<file path="src/rtl/pillar_pass_scorer_if.sv">
// Bundle of the pillar/bird inputs and score/display outputs of the pillar
// pass scorer. The best-score outputs exist only when BEST_SCORE_EN is defined.
interface pillar_pass_scorer_if #(
    parameter int N_PILLARS = 3,
    parameter int DIGITS    = 2,
    parameter int X_W       = 8,
    parameter int Y_W       = 7
);
    logic                      game_reset;
    logic                      enable;
    logic [N_PILLARS*X_W-1:0]  pillar_x;
    logic [N_PILLARS*Y_W-1:0]  gap_y;
    logic [Y_W-1:0]            bird_y;
    logic [4*DIGITS-1:0]       score_bcd;
    logic [7*DIGITS-1:0]       seg;
    logic                      score_pulse;
    logic                      saturated;
`ifdef BEST_SCORE_EN
    logic [4*DIGITS-1:0]       best_bcd;
    logic [7*DIGITS-1:0]       seg_best;

    modport master (
        output game_reset, enable, pillar_x, gap_y, bird_y,
        input  score_bcd, seg, score_pulse, saturated, best_bcd, seg_best
    );

    modport slave (
        input  game_reset, enable, pillar_x, gap_y, bird_y,
        output score_bcd, seg, score_pulse, saturated, best_bcd, seg_best
    );
`else
    modport master (
        output game_reset, enable, pillar_x, gap_y, bird_y,
        input  score_bcd, seg, score_pulse, saturated
    );

    modport slave (
        input  game_reset, enable, pillar_x, gap_y, bird_y,
        output score_bcd, seg, score_pulse, saturated
    );
`endif
endinterface

</file>
<file path="src/rtl/pillar_pass_scorer.sv">
// Pillar pass scorer: credits one point per pillar cleared inside its gap,
// keeps a DIGITS-wide saturating BCD score and drives active-low 7-seg codes.
// Optional feature macro: BEST_SCORE_EN (adds best_bcd / seg_best, kept
// across game resets and cleared only by reset_n).
module pillar_pass_scorer #(
    parameter int N_PILLARS = 3,
    parameter int DIGITS    = 2,
    parameter int X_W       = 8,
    parameter int Y_W       = 7,
    parameter int PASS_X    = 14,
    parameter int GAP_H     = 36
) (
    input  logic                 clk,
    input  logic                 reset_n,
    pillar_pass_scorer_if.slave  bus
);

    localparam logic [X_W-1:0] PASS_X_C = X_W'(PASS_X);
    localparam logic [Y_W:0]   GAP_H_C  = (Y_W + 1)'(GAP_H);

    // Active-low seven-segment code, bit 6 = a ... bit 0 = g; non-BCD blanks.
    function automatic logic [6:0] seg_encode(input logic [3:0] d);
        logic [6:0] code;
        case (d)
            4'd0:    code = 7'b0000001;
            4'd1:    code = 7'b1001111;
            4'd2:    code = 7'b0010010;
            4'd3:    code = 7'b0000110;
            4'd4:    code = 7'b1001100;
            4'd5:    code = 7'b0100100;
            4'd6:    code = 7'b0100000;
            4'd7:    code = 7'b0001111;
            4'd8:    code = 7'b0000000;
            4'd9:    code = 7'b0001100;
            default: code = 7'b1111111;
        endcase
        return code;
    endfunction

    // Ripple-carry BCD increment: a 9 wraps to 0 and carries, otherwise stop.
    function automatic logic [4*DIGITS-1:0] bcd_inc(input logic [4*DIGITS-1:0] v);
        logic [4*DIGITS-1:0] r;
        logic                carry;
        r     = v;
        carry = 1'b1;
        for (int k = 0; k < DIGITS; k++) begin
            if (carry) begin
                if (v[k*4 +: 4] == 4'd9) begin
                    r[k*4 +: 4] = 4'd0;
                end else begin
                    r[k*4 +: 4] = v[k*4 +: 4] + 4'd1;
                    carry       = 1'b0;
                end
            end else begin
                r[k*4 +: 4] = v[k*4 +: 4];
            end
        end
        return r;
    endfunction

    // True when every digit is 9, i.e. the score cannot advance any further.
    function automatic logic bcd_all_nine(input logic [4*DIGITS-1:0] v);
        logic all9;
        all9 = 1'b1;
        for (int k = 0; k < DIGITS; k++) begin
            if (v[k*4 +: 4] != 4'd9) begin
                all9 = 1'b0;
            end else begin
                all9 = all9;
            end
        end
        return all9;
    endfunction

    logic [N_PILLARS-1:0]  at_pass_s;
    logic [N_PILLARS-1:0]  in_gap_s;
    logic [N_PILLARS-1:0]  detect_s;
    logic [N_PILLARS-1:0]  svc_s;
    logic                  svc_any_s;
    logic                  all_nine_s;
    logic [4*DIGITS-1:0]   score_inc_s;
    logic [7*DIGITS-1:0]   seg_s;

    logic [N_PILLARS-1:0]  pending_r;
    logic [N_PILLARS-1:0]  armed_r;
    logic [4*DIGITS-1:0]   score_r;
    logic                  pulse_r;
    logic                  saturated_r;

    // Per-channel compare; the gap test is widened by one bit so gap+GAP_H never wraps.
    for (genvar i = 0; i < N_PILLARS; i++) begin : g_chan
        logic [Y_W:0] gap_ext_s;
        logic [Y_W:0] bird_ext_s;
        assign gap_ext_s    = {1'b0, bus.gap_y[i*Y_W +: Y_W]};
        assign bird_ext_s   = {1'b0, bus.bird_y};
        assign at_pass_s[i] = (bus.pillar_x[i*X_W +: X_W] == PASS_X_C);
        assign in_gap_s[i]  = (gap_ext_s < bird_ext_s) &&
                              (bird_ext_s <= (gap_ext_s + GAP_H_C));
    end

    assign detect_s    = {N_PILLARS{bus.enable}} & armed_r & at_pass_s & in_gap_s;
    // Isolate the lowest set pending bit: lowest index is served first.
    assign svc_s       = pending_r & (~pending_r + N_PILLARS'(1));
    assign svc_any_s   = |pending_r;
    assign all_nine_s  = bcd_all_nine(score_r);
    assign score_inc_s = bcd_inc(score_r);

    // Score, pending queue, arming and saturation state.
    always_ff @(posedge clk) begin
        if (!reset_n || !bus.game_reset) begin
            score_r     <= {(4*DIGITS){1'b0}};
            pending_r   <= {N_PILLARS{1'b0}};
            armed_r     <= {N_PILLARS{1'b1}};
            pulse_r     <= 1'b0;
            saturated_r <= 1'b0;
        end else begin
            // Re-arm whenever the pillar is off the pass column, so a dwelling pillar scores once.
            armed_r   <= ~at_pass_s;
            pending_r <= (pending_r & ~svc_s) | detect_s;
            if (svc_any_s && all_nine_s) begin
                score_r     <= score_r;
                pulse_r     <= 1'b0;
                saturated_r <= 1'b1;
            end else if (svc_any_s) begin
                score_r     <= score_inc_s;
                pulse_r     <= 1'b1;
                saturated_r <= saturated_r;
            end else begin
                score_r     <= score_r;
                pulse_r     <= 1'b0;
                saturated_r <= saturated_r;
            end
        end
    end

    // Display decode of the live score, one code per digit.
    always_comb begin
        seg_s = {(7*DIGITS){1'b1}};
        for (int k = 0; k < DIGITS; k++) begin
            seg_s[k*7 +: 7] = seg_encode(score_r[k*4 +: 4]);
        end
    end

    assign bus.score_bcd   = score_r;
    assign bus.seg         = seg_s;
    assign bus.score_pulse = pulse_r;
    assign bus.saturated   = saturated_r;

`ifdef BEST_SCORE_EN
    logic [4*DIGITS-1:0] best_r;
    logic [7*DIGITS-1:0] seg_best_s;

    // Best score follows the live score whenever the live score is the record holder.
    always_ff @(posedge clk) begin
        if (!reset_n) begin
            best_r <= {(4*DIGITS){1'b0}};
        end else if (!bus.game_reset) begin
            best_r <= best_r;
        end else if (svc_any_s && !all_nine_s && (score_r == best_r)) begin
            best_r <= score_inc_s;
        end else begin
            best_r <= best_r;
        end
    end

    // Display decode of the best score.
    always_comb begin
        seg_best_s = {(7*DIGITS){1'b1}};
        for (int k = 0; k < DIGITS; k++) begin
            seg_best_s[k*7 +: 7] = seg_encode(best_r[k*4 +: 4]);
        end
    end

    assign bus.best_bcd = best_r;
    assign bus.seg_best = seg_best_s;
`else
`endif

endmodule
</file>
<file path="src/flat_wrapper.sv">
// flat-port wrapper written by rule: the top's interface ports become plain ports
module pillar_pass_scorer_flat 
#(
    parameter int N_PILLARS = 3,
    parameter int DIGITS    = 2,
    parameter int X_W       = 8,
    parameter int Y_W       = 7,
    parameter int PASS_X    = 14,
    parameter int GAP_H     = 36
)
  (clk, reset_n, bus_game_reset, bus_enable, bus_pillar_x, bus_gap_y, bus_bird_y, bus_score_bcd, bus_seg, bus_score_pulse, bus_saturated);
  pillar_pass_scorer_if #(.N_PILLARS(N_PILLARS), .DIGITS(DIGITS), .X_W(X_W), .Y_W(Y_W)) bus_i ();
  input  logic clk;
  input  logic reset_n;
  input wire logic [$bits(bus_i.game_reset)-1:0] bus_game_reset;
  input wire logic [$bits(bus_i.enable)-1:0] bus_enable;
  input wire logic [$bits(bus_i.pillar_x)-1:0] bus_pillar_x;
  input wire logic [$bits(bus_i.gap_y)-1:0] bus_gap_y;
  input wire logic [$bits(bus_i.bird_y)-1:0] bus_bird_y;
  output wire logic [$bits(bus_i.score_bcd)-1:0] bus_score_bcd;
  output wire logic [$bits(bus_i.seg)-1:0] bus_seg;
  output wire logic [$bits(bus_i.score_pulse)-1:0] bus_score_pulse;
  output wire logic [$bits(bus_i.saturated)-1:0] bus_saturated;
  assign bus_i.game_reset = bus_game_reset;
  assign bus_i.enable = bus_enable;
  assign bus_i.pillar_x = bus_pillar_x;
  assign bus_i.gap_y = bus_gap_y;
  assign bus_i.bird_y = bus_bird_y;
  assign bus_score_bcd = bus_i.score_bcd;
  assign bus_seg = bus_i.seg;
  assign bus_score_pulse = bus_i.score_pulse;
  assign bus_saturated = bus_i.saturated;
  pillar_pass_scorer #(.N_PILLARS(N_PILLARS), .DIGITS(DIGITS), .X_W(X_W), .Y_W(Y_W), .PASS_X(PASS_X), .GAP_H(GAP_H)) u_core (.clk(clk), .reset_n(reset_n), .bus(bus_i));
endmodule
</file>
<file path="config.mk">
export PLATFORM = sky130hd
export DESIGN_NAME = pillar_pass_scorer_flat
export DESIGN_NICKNAME = d
export VERILOG_FILES = /design/src/rtl/pillar_pass_scorer_if.sv /design/src/rtl/pillar_pass_scorer.sv /design/src/flat_wrapper.sv
export SDC_FILE = /design/constraint.sdc
export NUM_CORES = 1
export LEC_CHECK = 0
export CELL_PAD_IN_SITES_DETAIL_PLACEMENT = 1
export CELL_PAD_IN_SITES_GLOBAL_PLACEMENT = 2
export CORE_MARGIN = 4
export CORE_UTILIZATION = 30
export CTS_CLUSTER_SIZE = 14
export DETAILED_ROUTE_END_ITERATION = 16
export GPL_TIMING_DRIVEN = 0
export PLACE_DENSITY_LB_ADDON = 0.3
export SYNTH_ARGS = -nofsm -noshare
export SYNTH_HDL_FRONTEND = slang
export SYNTH_SLANG_ARGS = --single-unit
</file>
<file path="constraint.sdc">
create_clock -name clk -period 5.5 [get_ports clk]
set_clock_uncertainty 0.2 [all_clocks]
set_input_delay 1.1 -clock clk [delete_from_list [all_inputs] [get_ports clk]]
set_output_delay 1.1 -clock clk [all_outputs]
set_load 0.01 [all_outputs]
</file>
After elaboration in Yosys (flattened, before gate mapping):

Memories as Yosys holds them, arrays and structs flattened. A register that Yosys moved wholly into a read port is not among the register bits.
Cells that the tools add are included.

* add/sub/neg operators: 6
* order comparisons: 6
* equality and inequality tests: 7
* muxes and demuxes: 10
* bitwise gates (word level): 10
* reduce and logical (&&, ||, !) cells: 11

Operators with widths (number)
* 7-bit by 6-bit adder with 8-bit output (second input constant): 3
* 8-bit by 4-bit == test with 1-bit output (second input constant): 3
* 7-bit by 8-bit <= comparator with 1-bit output: 3
* 4-bit two-way mux: 6
* 7-bit < comparator: 3
* 3-bit bitwise AND: 5
* 3-bit inverter: 3
* 4-bit by 1-bit adder with 4-bit output (second input constant): 2
* 4-bit == test (second input constant): 2
* 4-bit != test (second input constant): 2
* 1-bit logical AND: 4
* 1-bit two-way mux: 4
* 3-bit by 1-bit adder with 3-bit output (second input constant): 1
* 3-bit bitwise OR: 1
* 3-bit AND reduction: 1
* 3-bit OR reduction: 1
* 1-bit logical NOT: 2
* 2-bit AND reduction: 1
* 2-bit OR reduction: 1
* 1-bit logical OR: 1
* 1-bit inverter: 1

* register bits: 16
* memory bits (read-only): 224
* output and inout port bits: 24
* word-level logic and storage cells: 58
* memories: 2

Memory list
* (no name shown): depth 16, width 7, rd ports 1, clocked after memory_dff 1, write ports 0, line pillar_pass_scorer.sv:24 `case (d)`
* (no name shown): depth 16, width 7, rd ports 1, clocked after memory_dff 1, write ports 0, line pillar_pass_scorer.sv:24

Logic depth before layout (Yosys ltp):

* depth in word-level cells: 8
* gate-level depth with buffers: 12

Worst setup path before layout:

No wires, ideal clock.

* path type: input port to flip-flop
* from: input bus_gap_y[9]
* to: register u_core.pending_r[1]
* data arrival time: 2579 ps
* required time: 5199 ps
* path slack: 2620 ps
* stages on the path: 8
* buffers on the path: 0
* path through: ha_1 a21oi_1 xor2_1 ha_1 and3_1 a221oi_1 a21oi_1 o41ai_1

* word-level cells in the longest chain between the ends: 5
* elaborated cells between the ends (all ways): 6

Ends and longest elaborated chain
* start, declared: line flat_wrapper.sv:18 `input wire logic [$bits(bus_i.gap_y)-1:0] bus_gap_y;`
* 7-bit by 6-bit adder with 8-bit output: line pillar_pass_scorer.sv:98 `(bird_ext_s <= (gap_ext_s + GAP_H_C));`
* 7-bit by 8-bit <= comparator with 1-bit output: line pillar_pass_scorer.sv:98
* 1-bit logical AND *: line pillar_pass_scorer.sv:97 `assign in_gap_s[i] = (gap_ext_s < bird_ext_s) &&`
* 3-bit bitwise AND *: line pillar_pass_scorer.sv:101 `assign detect_s = {N_PILLARS{bus.enable}} & armed_r & at_pass_s & in_gap_s;`
* 3-bit bitwise OR *: line pillar_pass_scorer.sv:119 `pending_r <= (pending_r & ~svc_s) | detect_s;`
* end signal, assigned: line pillar_pass_scorer.sv:112 `pending_r <= {N_PILLARS{1'b0}};`
* end signal, assigned: line pillar_pass_scorer.sv:119
* end, declared: line pillar_pass_scorer.sv:84 `logic [N_PILLARS-1:0] pending_r;`

Every way passes the cells marked *; elsewhere a longest branch is shown, timed or not.
A chain may end at the register's enable or synchronous reset.

Worst setup path in the final report:

* from: input reset_n
* to: register u_core.bus.seg[10] (netlist name)

* word-level cells in the longest chain between the ends: 3

Ends and longest elaborated chain
* start, declared: line flat_wrapper.sv:14 `input logic reset_n;`
* 1-bit logical NOT: line pillar_pass_scorer.sv:110 `if (!reset_n || !bus.game_reset) begin`
* 1-bit logical OR: line pillar_pass_scorer.sv:110
* 4-bit two-way mux (no line)

Every way passes these cells.

==> results.md <==
* Sink Count at 30
* Critical Path Source Type: primary input
* Synth Flop Type: dfxtp_1
* FP Rows at 34
* Critical Path Fanout Max at 10
* Worst R2R Path Depth at 11
* CTS Buf Count at 5
* Initial Util at between 30 and 40%
* Cell count along the critical path at 10
* Grt total ovfl at 0
* Final setup violating endpoints at 0
* First-pass GRT wire length at 12770 um
* # Max-Cap Violations at 0
* Detailed Route Iter0 Violations at 58
* Worst-path clk slew at 70 ps
* Final wirelength at 7891 um
* Post-synth EDFFs at 0
* Most frequent cells in the layout: 79 x clkdlybuf4s50_1, 59 x ha_1, 30 x inv_1, 30 x dfxtp_1, 28 x a21oi_1
* Number of H-tree levels at 2
* Vias in the first global route at 2708
* Worst path max stage delay at 410 ps
* CTS tree: yes
* Fmax at 0.2965 GHz
* Clock latency on the worst-skew pair at 280 ps
* Top cell by count, worst path: inv_1
* Final GP Congestion at 0.7660
* DRC at 0
* Leakage power figure at 1.572 nW
* TNS Setup at 0 ps
* Final critical-path required period at 3373 ps
* Synthesized flop and latch total at 30
* Worst path slowest cell: clkdlybuf4s50_1
* Largest net degree at the start of global routing at 11
* 1st-pass router iterations at 4
* PostCTS Resize Cnt at 0
* CP arrival at roughly 3300 ps
* Area post-placement at 3656 um2
* Placed Instances at approximately 500
* Share of cells above drive strength 1 at 5.473%
* Post-synthesis to final-layout area growth at 37.26%
* Final-stage net count at 516
* Status: finished, final reports clean
* Crit path cell chain: clkdlybuf4s50_1 -> nand2_1 -> clkbuf_1 -> a21oi_1 -> inv_1 -> ha_1 -> inv_1 -> a211o_1 -> a32oi_1 -> a31oi_1
* Root buf cell: clkbuf_8
* Vias/cell at roughly 5.1
* Post-CTS Hold Buffers at 0
* Slew Limit Fails at 0
* Async S/R FF share, synth at 0%
* Routed Antenna Nets at 0
* Core Region at around 8800 um2
* GRT Total Usage at around 15%
* VDD IR max at 64.51 uV
* Routed len/inst at 15.47 um
* Post-CTS setup buffer count at 0
* Post-Syn Instances at around 320
* Post-DP HPWL at 6845 um
* Buf/Inv on CP at 4
* Most common cell after layout, fill and taps aside: clkdlybuf4s50_1
* IO Pins at 80
* Crit. End Element: flop
* Slew Limit Headroom at 59.20%
* Slew @ Worst Pin at 609.4 ps
* Final setup margin at 2127 ps
* Pre-CTS WS at 1809 ps
* Die X at 103.4 um
* PD cells at 143.8 nW/um2
* Die area at approximately 11000 um2
* DIE HEIGHT at 103.4 um
* Post-route insts no fill at 510
* Fin crit share at 61.32%
* Critical path type: in2reg
* Final instance area at 3747 um2
* Post-Syn Nets at 430
* Port Buffers at just under 80
* # diodes at 0
* Top delay family on crit path: buffers and inverters
* WP data required at 5460 ps
* Yosys warns at 0
* Total number of vias at 2610
* Initial antenna violation count at 0
* Worst Hold Class: reg2reg
* Yosys cell types at 58
* Deepest clock path buffer count at 2
* Syn_area_per_cell at 8.667 um2
* Unrepaired setup endpoints after global routing: no
* Endpoints failing hold at 0
* Fin util at between 40% and 50%
* Cell Area, Synth at 2730 um2
* Sequential area share after synthesis at 22.00%
* Min-Delay Path Depth at 2
==> worst reg2reg max path, cell delays in order, from the launching register on <==
cell and delay [ps]:
dfxtp_1 440, ha_1 270, nand2_1 160, nor3_1 360
xnor2_1 220, a21oi_1 150, inv_1 160, ha_1 210
inv_1 80, a211o_1 290, a32oi_1 210, a31oi_1 60
==> sequential cells by signal (all words and copies together) (netlist names) <==
| register | flops |
|---|---|
| u_core.bus.saturated | 1 |
| u_core.pending_r | 3 |
| u_core.bus.seg | 14 |
| u_core.bus.score_bcd | 8 |
| u_core.armed_r | 3 |
| u_core.bus.score_pulse | 1 |
==> through the flow <==
step	hold WS [ps]	total power, mW
after floorplan	268.1	0.2899
after global placement	265.6	0.3562
after detailed placement	289.0	0.3604
after CTS	304.8	0.5462
after global routing	335.6	0.5736
final	296.0	0.5387
==> final timing paths <==
| kind | endpoint | slack, ps | from |
|---|---|---|---|
| setup / recovery | u_core.bus.seg[10]$_DFF_P_ | 2130 | reset_n |
| hold / removal | u_core.bus.saturated$_SDFFE_PP0P_ | 300 | u_core.bus.saturated$_SDFFE_PP0P_ |
| setup reg to reg | u_core.bus.seg[10]$_DFF_P_ | 2550 | u_core.bus.score_bcd[0]$_SDFFE_PP0N_ |
| hold reg to reg | u_core.bus.saturated$_SDFFE_PP0P_ | 300 | u_core.bus.saturated$_SDFFE_PP0P_ |
==> Yosys cell counts, drive strengths merged (5+ instances only) <==
master  number  area, um2
nor2         7      26.28
ha          59      738.2
xor2         5      43.79
and3         6      37.54
dfxtp       30      600.6
nand2       22      82.58
a211oi       5      37.54
nor3        10      66.32
o211ai       7      52.55
inv         32      120.1
a31oi        6      43.79
a21oi       29      148.9
nand3       10      50.05
a21o         5      45.04
o21ai       13      65.06
xnor2        5      43.79
nand2b       5      31.28
==> per-layer routing <==
layer	GRT usage, %	part of all wire, %	vias up
met5	0	0	-
met1	19.43	46	1225
met2	26.18	48	51
met3	3.018	4.5	7
met4	2.988	0.84	0
li1	-	-	1327
==> final cells by class <==
class | count | area, um2
buffer | 6 | 33.78
clock buffer | 7 | 86.33
clock inverter | 1 | 5.005
fill | 1024 | 5059
inverter | 32 | 120.1
multi-input combinational | 247 | 1976
sequential | 30 | 600.6
tap | 108 | 135.1
timing repair buffer | 79 | 790.8
==> report_power, final <==
group	internal [mW]	switching (mW)	total [mW]
clock	0.101	0.0846	0.185
combinational	0.0744	0.0616	0.136
sequential	0.217	0.0000262	0.217
total	0.392	0.146	0.539
==> cells by family (layout without fill, tap and decap cells) <==
| logic type | Yosys count | after routing | synth area share [%] |
|---|---|---|---|
| mux | 6 | 6 | 2.429 |
| fa+ha+maj | 59 | 59 | 27.04 |
| flops | 30 | 30 | 22.00 |
| compound gates | 84 | 84 | 20.53 |
| buf+inv | 38 | 125 | 5.637 |
| simple gates | 88 | 88 | 19.16 |
| xor+xnor | 10 | 10 | 3.208 |
No activity file was read; power rests on OpenSTA's default activity.
